## src/rtl/sync_debounce_edge_pkg.sv

```systemverilog
// sync_debounce_edge_pkg: state encodings shared by the input-conditioning blocks.
package sync_debounce_edge_pkg;
  typedef enum logic [1:0] {
    ST_STABLE_LO = 2'b00,
    ST_WAIT_HI   = 2'b01,
    ST_STABLE_HI = 2'b11,
    ST_WAIT_LO   = 2'b10
  } state_e;
endpackage

```

## src/rtl/sync_debounce_edge_sync_chain.sv

```systemverilog
// sync_chain: N-flop synchronizer shift register with async active-high reset.
module sync_chain #(
  parameter int STAGES = 2
) (
  input  logic clk,
  input  logic reset,
  input  logic din,
  output logic dout
);
  logic [STAGES-1:0] sync_q, sync_d;
  always_comb sync_d = {sync_q[STAGES-2:0], din};
  always_ff @(posedge clk or posedge reset) begin
    if (reset) sync_q <= '0;
    else       sync_q <= sync_d;
  end
  assign dout = sync_q[STAGES-1];
endmodule

```

## src/rtl/sync_debounce_edge.sv

```systemverilog
// sync_debounce_edge: synchronize, debounce and edge-detect an asynchronous level.
module sync_debounce_edge
  import sync_debounce_edge_pkg::*;
#(
  parameter int SYNC_STAGES = 2,
  parameter int DB_CYCLES   = 4,
  parameter int CNT_W       = 3
) (
  input  logic clk,
  input  logic reset,
  input  logic din,
  input  logic en,
  output logic dout,
  output logic rise,
  output logic fall,
  output logic busy
);
  logic             sync_q, same;
  state_e           state_q, state_d;
  logic [CNT_W-1:0] cnt_q, cnt_d;
  logic             dout_q, dout_d, rise_q, rise_d, fall_q, fall_d;

  sync_chain #(.STAGES(SYNC_STAGES)) u_sync (
    .clk  (clk),
    .reset(reset),
    .din  (din),
    .dout (sync_q)
  );

  assign busy = (state_q == ST_WAIT_HI) | (state_q == ST_WAIT_LO);
  assign same = (sync_q == dout_q);

  // dout_q always equals the level of the current stable/waiting-from state
  always_comb begin
    state_d = state_q;
    cnt_d   = cnt_q;
    dout_d  = dout_q;
    rise_d  = 1'b0;
    fall_d  = 1'b0;
    if (!en) begin
      state_d = dout_q ? ST_STABLE_HI : ST_STABLE_LO;
      cnt_d   = '0;
    end else if (!busy) begin
      state_d = same ? state_q : (dout_q ? ST_WAIT_LO : ST_WAIT_HI);
      cnt_d   = same ? '0 : CNT_W'(1);
    end else if (same) begin
      state_d = dout_q ? ST_STABLE_HI : ST_STABLE_LO;
      cnt_d   = '0;
    end else if (cnt_q == CNT_W'(DB_CYCLES - 1)) begin
      state_d = dout_q ? ST_STABLE_LO : ST_STABLE_HI;
      cnt_d   = '0;
      dout_d  = ~dout_q;
      rise_d  = ~dout_q;
      fall_d  = dout_q;
    end else begin
      cnt_d = cnt_q + CNT_W'(1);
    end
  end

  always_ff @(posedge clk or posedge reset) begin
    if (reset) begin
      state_q <= ST_STABLE_LO;
      cnt_q   <= '0;
      dout_q  <= 1'b0;
      rise_q  <= 1'b0;
      fall_q  <= 1'b0;
    end else begin
      state_q <= state_d;
      cnt_q   <= cnt_d;
      dout_q  <= dout_d;
      rise_q  <= rise_d;
      fall_q  <= fall_d;
    end
  end

  assign dout = dout_q;
  assign rise = rise_q;
  assign fall = fall_q;
endmodule
```

## config.mk

```make
export PLATFORM = sky130hd
export DESIGN_NAME = sync_debounce_edge
export DESIGN_NICKNAME = d
export VERILOG_FILES = /design/src/rtl/sync_debounce_edge_pkg.sv /design/src/rtl/sync_debounce_edge_sync_chain.sv /design/src/rtl/sync_debounce_edge.sv
export SDC_FILE = /design/constraint.sdc
export NUM_CORES = 1
export LEC_CHECK = 0
export BUFFER_PORTS_ARGS = -buffer_cell sky130_fd_sc_hd__buf_2
export CAP_MARGIN = 0
export CORE_AREA = 2 2 39 41
export DETAILED_ROUTE_END_ITERATION = 8
export DIE_AREA = 0 0 41 43
export PLACE_DENSITY = 0.61
export REMOVE_ABC_BUFFERS = 1
export SLEW_MARGIN = 25
export SYNTH_ARGS = -nofsm -noshare
export SYNTH_HDL_FRONTEND = slang
export SYNTH_SLANG_ARGS = --single-unit
```

## constraint.sdc

```tcl
create_clock -name clk -period 1.3 [get_ports clk]
set_input_delay 0 -clock clk [delete_from_list [all_inputs] [get_ports clk]]
set_output_delay 0 -clock clk [all_outputs]
set_load 0.005 [all_outputs]
```

==> results list <==
- The routed layout has 364 vias.
* Net count reported at finish: 67
- Peak Freq: 0.838 GHz
* Placed wire-length estimate: 556 um
* Crit end category: flip-flop
* Synth Flop Type: dfrtp_1
- The first global-routing pass estimated 1410 um of wire.
- For the worst setup path, the data required time is 1450 ps.
- Final setup margin: 106 ps
* Max-slew violation count: 0
- Multi-input combinational cell area: 224 um2
- Summed over all instances, the cell type with the most area after synthesis is dfrtp_1.
* DR DRC count: 0
* Number of input and output port buffers inserted: 7
- MaxCap Viol Count: 0
* Final critical delay including setup and external delays: 1190 ps
- Internal power comes to 511 uW.
- Detailed-route wire length per cell: 9.82 um
* Instance area after placement: 546 um2
- Slew at the pin closest to its max-slew limit: 370 ps
- Placed insts: 71
* Crit path DAT: 1350 ps
* Width of the chip: 41 um
- By area the synthesized netlist is led by dfrtp_1 49%, nand2_1 3.7%, xor2_1 3.4%.
- Pin placement for this block handled 8 I/O pins.
* Sequential cell area: 253 um2
- Power density relative to cell area: 1050 mW/mm2
- In this run, flip-flops and latches consume 51.0% of the power.
* Num CTS Buffers: 3
* Critical path startpoint category: flip-flop
* Routability cong.: 0.666
- In this run the number of H-tree levels came out at 1.
* Proportion of total power due to net switching: 20.6%
- Sw Pwr: 133 uW
* Initial standard-cell utilization of the core: 37.1%
- The worst-case IR drop observed on VDD is 615 uV.
- Entering global routing, the biggest net connects 11 pins.
* Distinct cells, synth: 27
* Final number of setup-violating endpoints: 0
- Share of final-layout standard cells stronger than drive strength 1: 34.4%
* Global router's overall resource usage: 11.9%
* Number of post-CTS setup repair buffers: 0
- By startpoint and endpoint, the worst setup path is classified as flip-flop to flip-flop.
- Comb pwr share: 7.2%
- Hold Crit Class: primary input to flip-flop
* Number of enable-type register cells in the synthesized netlist: 0
* First-pass DRT Iterations: 4
* Result of the run: completed
- The number of antenna violations at the first check in global routing was 0.
* Area grow syn2layout: 19.8%
- Yosys reg bits: 10
- Per-cell via count in the routed design: 4.73
- Once layout is complete, the cells apart from fillers number 77.
- Clock network latency to the later pin of the worst-skew pair: 260 ps
- Once detail routing completed, the nets flagged for antenna violations numbered 0.
- Setup Skew: 0.618 ps
- Area of all placed cells without fillers: 614 um2
- The number of antenna diodes in the final layout is 0.
* Site Rows: 14
- Final wirelength: 756 um
* Clock root buffer: clkbuf_4
- For this block, the initial DRC count from the detailed router was 4.
- Die area: 0.00176 mm2
- CTS sink count: 10
* Residual overflow from global routing: 0
- Number of hold violations in the final report: 0
- Share of async-settable or async-resettable flops after synthesis: 100%
- Mapped Area: 513 um2
- Number of fillers in the final layout: 137
* Sequential fraction of the synthesis area: 48.8%
- RSZ-0062 raised after global routing: yes
- In this run the worst path has a maximum fanout of 3.
* Maximum count of clock buffers along a single path: 2
- Accumulated negative setup slack: 0 ps
- Fin crit share: 91.8%
- Measured against its own limit, the worst slew margin works out to 75.3%.
- The number of global-route vias before repair came to 353.
- Clock group share of total power: 41.8%
* Share of Yosys cell area claimed by the top area cell type: 48.8%
- The cell count after synthesis came out at 50.
- Summed over all cells, the static leakage comes to 0.000295 uW.
* Worst Setup Slack post-DPL: 30.8 ps
- Worst-path clk slew: 60 ps
- Cells fill 44.4% of the core in the end.
- Core region area: 0.00138 mm2
- Synth Area per Inst: 10.3 um2
* Height of the die: 43 um
* Clock tree from TritonCTS: yes
* Number of warnings issued by yosys: 0
placed cells by master, fill, tap and decap left out, types with 2 or more instances in the layout:
cell type	Yosys	final
xor2_1	2	2
inv_1	3	3
dfrtp_2	0	2
o21ai_0	3	3
dfrtp_1	10	8
nand2_1	5	5
nor3b_1	2	2
clkbuf_4	0	3
buf_4	1	2
buf_2	1	7
a21oi_1	3	3
dlygate4sd3_1	0	2
nor2_1	3	3
routing by layer:
layer / part of all wire (%) / GRT usage [%] / up-vias
met5: 0 / 0 / -
met4: 0 / 8.00 / 0
met3: 4.0 / 1.57 / 0
met2: 48 / 15.3 / 5
met1: 48 / 17.9 / 171
li1: - / - / 188
through the flow:
step,hold slack (ps),total power [uW]
3_3_place_gp,-12.3,376
4_1_cts,70.3,658
2_1_floorplan,-160,360
6_report,86.8,644
3_5_place_dp,-10.8,376
5_1_grt,96.0,681
power by group through the flow:
stage,clock [uW],sequential [uW],combinational [uW]
6_report,269,328,46.6
5_1_grt,297,330,54.1
4_1_cts,283,328,47.0
3_5_place_dp,0,334,42.3
2_1_floorplan,0,332,27.4
3_3_place_gp,0,334,41.7
state kept, by name, indices dropped and copies added (netlist names):
name and cells:
fall 1, rise 1, state_q 2, dout 1
cnt_q 3, u_sync.sync_q 2
synth_stat cells, types with 2 or more instances:
cell type  instances
dfrtp_1           10
inv_1              3
nand2_1            5
nor3b_1            2
nor2_1             3
o21ai_0            3
a21oi_1            3
xor2_1             2
final cells by class:
class | count | area share, %
inverters | 3 | 1.83
flip-flops and latches | 10 | 41.1
repair buffers | 11 | 11.4
multi-input cells | 33 | 36.5
well taps | 16 | 3.26
clock buffers | 4 | 5.91
path summary, 6_finish.rpt:
| kind | from | to | slack (ps) | cells past startpoint |
|---|---|---|---|---|
| min in group asynchronous | reset | fall | 250 | 3 |
| worst max register to register | cnt_q[0] | state_q[1] | 110 | 5 |
| worst max-delay path | cnt_q[0] | state_q[1] | 110 | 5 |
| worst min-delay path | en | cnt_q[1] | 90 | 3 |
| max in group asynchronous | reset | state_q[1] | 760 | 3 |
| worst min register to register | u_sync.sync_q[0] | u_sync.sync_q[1] | 350 | 0 |
critical path: stages, from the launching register on:
cell      delay (ps)
dfrtp_1          390
ha_2             210
nor2b_1          140
nand4b_1          80
a21oi_1           70
a211oi_1         200
timing repair:
action                     4_1_cts  5_1_grt
hold buffers                     2        0
setup endpoints to repair        0        5
gates resized for setup          0        5
hold endpoints to repair        11        0
cell families (layout without fill, tap and decap cells):
family | Yosys count | in the layout | synth area share (%)
xor+xnor | 3 | 3 | 6.59
simple gates | 18 | 18 | 19.8
flops | 10 | 10 | 48.8
buf+inv | 7 | 18 | 9.51
compound gates | 11 | 11 | 12.9
fa+ha+maj | 1 | 1 | 2.44
Note: power is estimated with default switching activity, not from simulation.
